[config.mk]
export PLATFORM = sky130hd
export DESIGN_NAME = multicycle_main_control
export DESIGN_NICKNAME = d
export VERILOG_FILES = /design/src/rtl/mips_mc_pkg.sv /design/src/rtl/mc_mem_wait_counter.sv /design/src/rtl/multicycle_main_control.sv
export SDC_FILE = /design/constraint.sdc
export NUM_CORES = 1
export LEC_CHECK = 0
export ABC_AREA = 1
export CORE_UTILIZATION = 36
export DETAILED_ROUTE_END_ITERATION = 12
export PLACE_DENSITY = 0.84
export SYNTH_ARGS = -nofsm -noshare
export SYNTH_HDL_FRONTEND = slang
export SYNTH_SLANG_ARGS = --single-unit
[constraint.sdc]
create_clock -name iClk -period 1.29 [get_ports iClk]
set_input_delay 0.258 -clock iClk [delete_from_list [all_inputs] [get_ports iClk]]
set_output_delay 0.258 -clock iClk [all_outputs]
set_load 0.05 [all_outputs]
[src/rtl/mips_mc_pkg.sv]
// rtl/mips_mc_pkg.sv - shared constants for the multicycle MIPS main control and ALUcontrol
//
// Purpose: state encodings, opcode constants, ALUOp / ALUSrcB / PCSource codes and the
//          DECODE dispatch helpers used by multicycle_main_control (and by ALUcontrol for ALUOp).
// Ports:   none (package).
// Config:  MEM_WAIT_EN is not referenced here; see multicycle_main_control.

package mips_mc_pkg;

  localparam int STATE_BITS = 4;

  typedef enum logic [STATE_BITS-1:0] {
    S_FETCH    = 4'd0,
    S_DECODE   = 4'd1,
    S_MEMADR   = 4'd2,
    S_MEMRD    = 4'd3,
    S_MEMWB    = 4'd4,
    S_MEMWR    = 4'd5,
    S_RTYPE_EX = 4'd6,
    S_RTYPE_WB = 4'd7,
    S_BEQ_EX   = 4'd8,
    S_ADDI_EX  = 4'd9,
    S_ADDI_WB  = 4'd10,
    S_JUMP     = 4'd11
  } state_e;

  localparam logic [5:0] OP_RTYPE = 6'h00;
  localparam logic [5:0] OP_J     = 6'h02;
  localparam logic [5:0] OP_BEQ   = 6'h04;
  localparam logic [5:0] OP_ADDI  = 6'h08;
  localparam logic [5:0] OP_LW    = 6'h23;
  localparam logic [5:0] OP_SW    = 6'h2B;

  localparam logic [1:0] ALUOP_ADD   = 2'b00;
  localparam logic [1:0] ALUOP_SUB   = 2'b01;
  localparam logic [1:0] ALUOP_FUNCT = 2'b10;

  localparam logic [1:0] SRCB_B       = 2'b00;
  localparam logic [1:0] SRCB_FOUR    = 2'b01;
  localparam logic [1:0] SRCB_IMM     = 2'b10;
  localparam logic [1:0] SRCB_IMM_SH2 = 2'b11;

  localparam logic [1:0] PCSRC_ALU    = 2'b00;
  localparam logic [1:0] PCSRC_ALUOUT = 2'b01;
  localparam logic [1:0] PCSRC_JUMP   = 2'b10;

  function automatic logic op_is_legal(input logic [5:0] op);
    case (op)
      OP_RTYPE, OP_J, OP_BEQ, OP_ADDI, OP_LW, OP_SW: op_is_legal = 1'b1;
      default:                                       op_is_legal = 1'b0;
    endcase
  endfunction

  // Successor of DECODE; unsupported opcodes return to FETCH.
  function automatic state_e decode_next(input logic [5:0] op);
    case (op)
      OP_LW, OP_SW: decode_next = S_MEMADR;
      OP_RTYPE:     decode_next = S_RTYPE_EX;
      OP_BEQ:       decode_next = S_BEQ_EX;
      OP_ADDI:      decode_next = S_ADDI_EX;
      OP_J:         decode_next = S_JUMP;
      default:      decode_next = S_FETCH;
    endcase
  endfunction

endpackage

[src/rtl/mc_mem_wait_counter.sv]
// rtl/mc_mem_wait_counter.sv - memory wait-cycle counter with expiry at WAIT_MAX hold cycles
//
// Purpose: counts consecutive cycles the sequencer holds waiting for memory; oExpire flags
//          the WAIT_MAX-th hold cycle. Used only in MEM_WAIT_EN builds.
// Ports:   iClk     in  clock
//          iReset   in  synchronous active-high reset
//          iClear   in  restart count (not waiting, or memory ready)
//          iEnable  in  this cycle is a hold cycle
//          oExpire  out current hold cycle is the WAIT_MAX-th one

module mc_mem_wait_counter #(
  parameter int WAIT_MAX = 15
) (
  input  logic iClk,
  input  logic iReset,
  input  logic iClear,
  input  logic iEnable,
  output logic oExpire
);

  localparam int CNT_W = $clog2(WAIT_MAX + 1);

  logic [CNT_W-1:0] count_q;

  // count_q holds the number of hold cycles already completed.
  assign oExpire = iEnable && (count_q == CNT_W'(WAIT_MAX - 1));

  always_ff @(posedge iClk) begin
    if (iReset || iClear || oExpire) begin
      count_q <= '0;
    end else if (iEnable) begin
      count_q <= count_q + CNT_W'(1);
    end
  end

endmodule

[src/rtl/multicycle_main_control.sv]
// rtl/multicycle_main_control.sv - Moore main sequencer of the multicycle MIPS datapath
//
// Purpose: steps PC, memory, IR, register file and ALU through fetch/decode/execute/mem/
//          writeback, one instruction at a time. Optional macro: MEM_WAIT_EN (memory
//          handshake via iMemReady with wait timeout oMemTimeout).
// Ports:   iClk, iReset (sync active-high), iOpcode[5:0] (sampled in DECODE),
//          iMemReady (MEM_WAIT_EN only),
//          oPCWrite, oPCWriteCond, oIorD, oMemRead, oMemWrite, oIRWrite, oMemtoReg,
//          oRegWrite, oRegDst, oALUSrcA, oALUSrcB[1:0], oPCSource[1:0], oALUOp[1:0],
//          oInstrDone, oIllegal, oMemTimeout (MEM_WAIT_EN only), oState[STATE_W-1:0].

module multicycle_main_control
  import mips_mc_pkg::*;
#(
  parameter int STATE_W = 4
`ifdef MEM_WAIT_EN
  , parameter int WAIT_MAX = 15
`endif
) (
  input  logic               iClk,
  input  logic               iReset,
  input  logic [5:0]         iOpcode,
`ifdef MEM_WAIT_EN
  input  logic               iMemReady,
  output logic               oMemTimeout,
`endif
  output logic               oPCWrite,
  output logic               oPCWriteCond,
  output logic               oIorD,
  output logic               oMemRead,
  output logic               oMemWrite,
  output logic               oIRWrite,
  output logic               oMemtoReg,
  output logic               oRegWrite,
  output logic               oRegDst,
  output logic               oALUSrcA,
  output logic [1:0]         oALUSrcB,
  output logic [1:0]         oPCSource,
  output logic [1:0]         oALUOp,
  output logic               oInstrDone,
  output logic               oIllegal,
  output logic [STATE_W-1:0] oState
);

  state_e state_q;
  logic   is_sw_q;     // lw/sw choice captured in DECODE, used by MEMADR
  logic   mem_ready;
  logic   wait_expire;

`ifdef MEM_WAIT_EN
  logic timeout_q;
  logic wait_state;

  assign mem_ready  = iMemReady;
  assign wait_state = (state_q == S_FETCH) || (state_q == S_MEMRD) || (state_q == S_MEMWR);

  mc_mem_wait_counter #(
    .WAIT_MAX (WAIT_MAX)
  ) u_wait_cnt (
    .iClk    (iClk),
    .iReset  (iReset),
    .iClear  (!wait_state || iMemReady),
    .iEnable (wait_state && !iMemReady),
    .oExpire (wait_expire)
  );

  assign oMemTimeout = timeout_q && !iReset;
`else
  // Single-cycle memory: every access completes in the cycle it is issued.
  assign mem_ready   = 1'b1;
  assign wait_expire = 1'b0;
`endif

  always_ff @(posedge iClk) begin
    if (iReset) begin
      state_q <= S_FETCH;
      is_sw_q <= 1'b0;
`ifdef MEM_WAIT_EN
      timeout_q <= 1'b0;
`endif
    end else if (wait_expire) begin
      // Memory never answered: abandon the instruction and restart at FETCH.
      state_q <= S_FETCH;
`ifdef MEM_WAIT_EN
      timeout_q <= 1'b1;
`endif
    end else begin
      case (state_q)
        S_FETCH:    if (mem_ready) state_q <= S_DECODE;
        S_DECODE: begin
          is_sw_q <= (iOpcode == OP_SW);
          state_q <= decode_next(iOpcode);
        end
        S_MEMADR:   state_q <= is_sw_q ? S_MEMWR : S_MEMRD;
        S_MEMRD:    if (mem_ready) state_q <= S_MEMWB;
        S_MEMWR:    if (mem_ready) state_q <= S_FETCH;
        S_RTYPE_EX: state_q <= S_RTYPE_WB;
        S_ADDI_EX:  state_q <= S_ADDI_WB;
        default:    state_q <= S_FETCH;  // terminal states and unused encodings
      endcase
    end
  end

  // Outputs decode state_q only, except oIllegal (opcode in DECODE) and the memory
  // handshake gating; reset forces everything to 0.
  always_comb begin
    oPCWrite     = 1'b0;
    oPCWriteCond = 1'b0;
    oIorD        = 1'b0;
    oMemRead     = 1'b0;
    oMemWrite    = 1'b0;
    oIRWrite     = 1'b0;
    oMemtoReg    = 1'b0;
    oRegWrite    = 1'b0;
    oRegDst      = 1'b0;
    oALUSrcA     = 1'b0;
    oALUSrcB     = SRCB_B;
    oPCSource    = PCSRC_ALU;
    oALUOp       = ALUOP_ADD;
    oInstrDone   = 1'b0;
    oIllegal     = 1'b0;
    case (state_q)
      S_FETCH: begin
        oMemRead = 1'b1;
        oIRWrite = mem_ready;
        oPCWrite = mem_ready;
        oALUSrcB = SRCB_FOUR;
      end
      S_DECODE: begin
        oALUSrcB = SRCB_IMM_SH2;
        oIllegal = !op_is_legal(iOpcode);
      end
      S_MEMADR, S_ADDI_EX: begin
        oALUSrcA = 1'b1;
        oALUSrcB = SRCB_IMM;
      end
      S_MEMRD: begin
        oMemRead = 1'b1;
        oIorD    = 1'b1;
      end
      S_MEMWB: begin
        oRegWrite  = 1'b1;
        oMemtoReg  = 1'b1;
        oInstrDone = 1'b1;
      end
      S_MEMWR: begin
        oMemWrite  = 1'b1;
        oIorD      = 1'b1;
        oInstrDone = mem_ready;
      end
      S_RTYPE_EX: begin
        oALUSrcA = 1'b1;
        oALUOp   = ALUOP_FUNCT;
      end
      S_RTYPE_WB: begin
        oRegWrite  = 1'b1;
        oRegDst    = 1'b1;
        oInstrDone = 1'b1;
      end
      S_BEQ_EX: begin
        oALUSrcA     = 1'b1;
        oALUOp       = ALUOP_SUB;
        oPCWriteCond = 1'b1;
        oPCSource    = PCSRC_ALUOUT;
        oInstrDone   = 1'b1;
      end
      S_ADDI_WB: begin
        oRegWrite  = 1'b1;
        oInstrDone = 1'b1;
      end
      S_JUMP: begin
        oPCWrite   = 1'b1;
        oPCSource  = PCSRC_JUMP;
        oInstrDone = 1'b1;
      end
      default: ;
    endcase
    if (iReset) begin
      oPCWrite     = 1'b0;
      oPCWriteCond = 1'b0;
      oIorD        = 1'b0;
      oMemRead     = 1'b0;
      oMemWrite    = 1'b0;
      oIRWrite     = 1'b0;
      oMemtoReg    = 1'b0;
      oRegWrite    = 1'b0;
      oRegDst      = 1'b0;
      oALUSrcA     = 1'b0;
      oALUSrcB     = SRCB_B;
      oPCSource    = PCSRC_ALU;
      oALUOp       = ALUOP_ADD;
      oInstrDone   = 1'b0;
      oIllegal     = 1'b0;
    end
  end

  assign oState = STATE_W'(state_q);

endmodule

==> flow_summary_export.csv, run 1 <==
group,metric,value,unit
place,portBuffers,29,
yosys,ys.warnings.count,0,
yosys,netlist_instances,95,
yosys,synth_area,509,um^2
yosys,syn_area_per_cell,5.36,um^2
yosys,synthArstFlopShare,0,%
floorplanning,row_count,13,
run_status,outcome,"stopped before the end",
run_status,lastStage,"3_5_place_dp",
floorplanning,chipWidth,39.6,um
floorplanning,initial_core_util,39.1,%
floorplanning,ios,30,
yosys,synth_top_flop_cell,"dfxtp_1",
yosys,synth_edf_count,0,
run_status,firstError,"[ERROR DPL-0038] Utilization greater than 100%, impossible to legalize",
yosys,synth_seq_cells,5,
place,gp_congestion,0.881,
yosys,synth_fp_nets,103,
yosys,ys_types,18,
floorplanning,dieHeight,39.6,um
yosys,ys_seq_area_share,19.7,%
==> metrics by stage <==
| stage | worst slack, ns | area [um^2] |
|---|---|---|
| global placement | -0.345 | 1320 |
| floorplan | -0.258 | 711 |
==> cell usage after synthesis (2+ instances only) <==
cell type	n	area share, %
a21oi_1	7	6.9
a21oi_2	2	3.4
dfxtp_1	5	20
inv_1	9	6.6
inv_2	6	4.4
nand2_1	17	13
nand2_2	2	2.5
nand3_1	9	8.8
nor2_1	22	16
nor2_2	3	3.7
nor3_1	4	3.9
o21ai_1	3	2.9
==> kinds of logic after synthesis <==
family	count (synthesis)	synth area share [%]
buffers and inverters	17	13.3
AND/OR/NAND/NOR	59	51.1
AO/OA/AOI/OAI	14	16.0
flip-flops	5	19.7
==> run 2: changes to the inputs <==
--- a/config.mk
+++ b/config.mk
@@ -6,9 +6,10 @@
 export NUM_CORES = 1
 export LEC_CHECK = 0
 export ABC_AREA = 1
-export CORE_UTILIZATION = 36
+export CORE_AREA = 2 2 63 65
 export DETAILED_ROUTE_END_ITERATION = 12
-export PLACE_DENSITY = 0.84
+export DIE_AREA = 0 0 65 67
+export PLACE_DENSITY_LB_ADDON = 0.15
 export SYNTH_ARGS = -nofsm -noshare
 export SYNTH_HDL_FRONTEND = slang
 export SYNTH_SLANG_ARGS = --single-unit
==> flow_summary_export.csv, run 2 <==
group,metric,value,unit
run_status,outcome,"finished with violations",
run_status,violations,"setup timing",
timing,hold_ws,0.548,ns
clock_tree,cts_root_buffer,"clkbuf_8",
clock_tree,insertion_delay,0.23,ns
clock_tree,hold_buffers,0,
yosys,synth_edf_count,0,
cells_and_area,layout_commonest_cell,"buf_4",
route,drtIter0Drc,26,
grt,grt_use_total,11.4,%
worst_hold_path,min_path_type,"flip-flop to flip-flop",
pwr,power,0.884,mW
cells_and_area,final_cell_mix,"buf_4, buf_12, buf_6",
floorplanning,core_area,3610,um^2
cells_and_area,fillers,361,
timing,worst_pin_slew,0.222,ns
setup_path,r2r.worst_path.cells,8,
timing,slew_headroom,85.2,%
timing,fmax,627,MHz
clock_tree,cts_buffers,3,
cells_and_area,finalInstanceArea,1640,um^2
timing,fin_skew,0.00164,ns
yosys,synthArstFlopShare,0,%
place,dp_hpwl,1.86,mm
yosys,ys_seq_area_share,19.7,%
route,vias,869,
yosys,ys_types,18,
setup_path,worstPathMaxFanout,4,
setup_path,startpoint_type,"flip-flop",
clock_tree,clock-sinks,5,
place,gp_congestion,0.849,
place,dp_slack,-0.395,ns
timing,rsz0062_at_grt,"yes",
cells_and_area,syn2layout_area_growth,222,%
floorplanning,die-area,4360,um^2
route,post-route-drc-count,0,
yosys,syn_area_per_cell,5.36,um^2
yosys,synth_top_flop_cell,"dfxtp_1",
worst_hold_path,hold_start,"is_sw_q$_SDFFE_PP0P_",
pwr,vdd.ir_drop.worst,0.316,mV
yosys,synth_seq_cells,5,
clock_tree,clockBufferDepth,2,
setup_path,r2r-end,"oState[1]$_SDFF_PP0_",
timing,fin_ws,-0.306,ns
yosys,synth_fp_nets,103,
yosys,netlist_instances,95,
pwr,p_leak,0.726,nW
floorplanning,ios,30,
route,first_pass_iters,4,
timing,finalCritPeriodShare,124,%
timing,maxSlewViolCount,0,
timing,post-route-min-period,1.60,ns
floorplanning,initial_core_util,14.1,%
yosys,ys.warnings.count,0,
timing,hold_viol_final,0,
yosys,netlist_top_cells_count,"nor2_1, nand2_1, inv_1, nand3_1, a21oi_1",
job,cap_violations,0,
setup_path,rrSetupSlack,0.07,ns
place,portBuffers,29,
pwr,power.density,539,nW/um^2
grt,grt_pass1_wl,3.74,mm
grt,grt_pass1_vias,835,
yosys,synth_area,509,um^2
worst_hold_path,min_path_cells,2,
route,via_per_inst,4.10,
grt,antenna_found_initial,0,
setup_path,r2r-start,"oState[3]$_SDFF_PP0_",
clock_tree,htree_levels,1,
grt,grt_max_degree,12,
timing,setup_viol,18,
route,drt_wl_total,2.31,mm
route,antenna_left,0,
clock_tree,cts.reportedPaths.clkPinSlew,0.04,ns
route,wl_per_cell,10.9,um
place,dpl-instance-area,1410,um^2
cells_and_area,finish.utilization,45.5,%
floorplanning,dieHeight,67,um
yosys,post-synth-top-count-cell,"nor2_1",
cells_and_area,largest_reg_flops,4,
yosys,synth_top_area_share,19.7,%
yosys,synth_area_leaders,"dfxtp_1, nor2_1, nand2_1",
cells_and_area,drive_gt1_share,75.6,%
worst_hold_path,min_to,"is_sw_q$_SDFFE_PP0P_",
setup_path,crit_arrival,1.34,ns
cells_and_area,n_antenna_cell,0,
yosys,yosysTopAreaCell,"dfxtp_1",
floorplanning,row_count,22,
clock_tree,cts_tree,"built",
setup_path,worstSetupPathType,"flip-flop to output pin",
grt,overflow,0,
setup_path,cp.required,1.03,ns
setup_path,critPathCaptureType,"output pin",
cells_and_area,nets,173,
floorplanning,chipWidth,65,um
==> run 2: cell counts after synthesis <==
Identical to the previous run, type by type.
==> run 2: per-layer routing <==
metal  GRT usage (%)  up-vias  wire length, um
li1                -      445                -
met1            13.2      393              968
met2            19.3       23             1190
met3            2.03        8               94
met4            6.91        0               61
met5               0        -                0
==> run 2: through the flow <==
stage / setup TNS [ns] / instances
final: -4.57 / 212
after detailed placement: -5.86 / 202
after floorplan: -2.96 / 95
after global routing: -5.65 / 212
after global placement: -5.83 / 202
after CTS: -4.61 / 210
==> run 2: cell families (layout without fill, tap and decap cells) <==
logic type	Yosys count	in the layout	share of synthesized area [%]
AOI/OAI and AO/OA	14	14	16.0
buffers and inverters	17	86	13.3
and+or+nand+nor	59	59	51.1
DFF	5	5	19.7
==> run 2: worst max-delay path by stage <==
stage | from | end | slack, ns | cells past startpoint
finish | oState[3]$_SDFF_PP0_ | oIllegal | -0.31 | 6
global route | oState[0]$_SDFF_PP0_ | oIllegal | -0.40 | 7
CTS | oState[3]$_SDFF_PP0_ | oIllegal | -0.35 | 6
detailed placement | iOpcode[5] | oIllegal | -0.40 | 6
global placement | iOpcode[2] | oIllegal | -0.44 | 6
floorplan | oState[0]$_SDFF_PP0_ | oIllegal | -0.26 | 6
==> run 2: worst max-delay path, cell delays in order (launching register included) <==
cell     delay, ns
dfxtp_4       0.37
nor2_4        0.14
inv_2         0.08
nor2_4        0.10
nand4_1       0.14
nor2_4        0.14
buf_12        0.14
==> run 2: what timing repair did <==
item,CTS,global route
buffers inserted,4,3
setup endpoints to repair,20,22
resized for setup,35,18
hold endpoints to repair,0,0
pin swaps,10,10
==> run 2: power by group <==
part           switching (mW)  internal (mW)  total (mW)
sequential             0.0115          0.158       0.170
combinational           0.228          0.189       0.416
clock                  0.0851          0.213       0.298
total                   0.324          0.560       0.884
==> run 2: area by class of cell <==
type / count / area [um^2] / share of cell area [%]
inverter: 15 / 66.3 / 4.04
sequential: 5 / 115 / 7.02
multi-input combinational: 73 / 603 / 36.8
clock buffer: 4 / 45.0 / 2.75
tap: 48 / 60.1 / 3.66
timing repair buffer: 67 / 751 / 45.8
No activity file was read; power rests on OpenSTA's default activity.
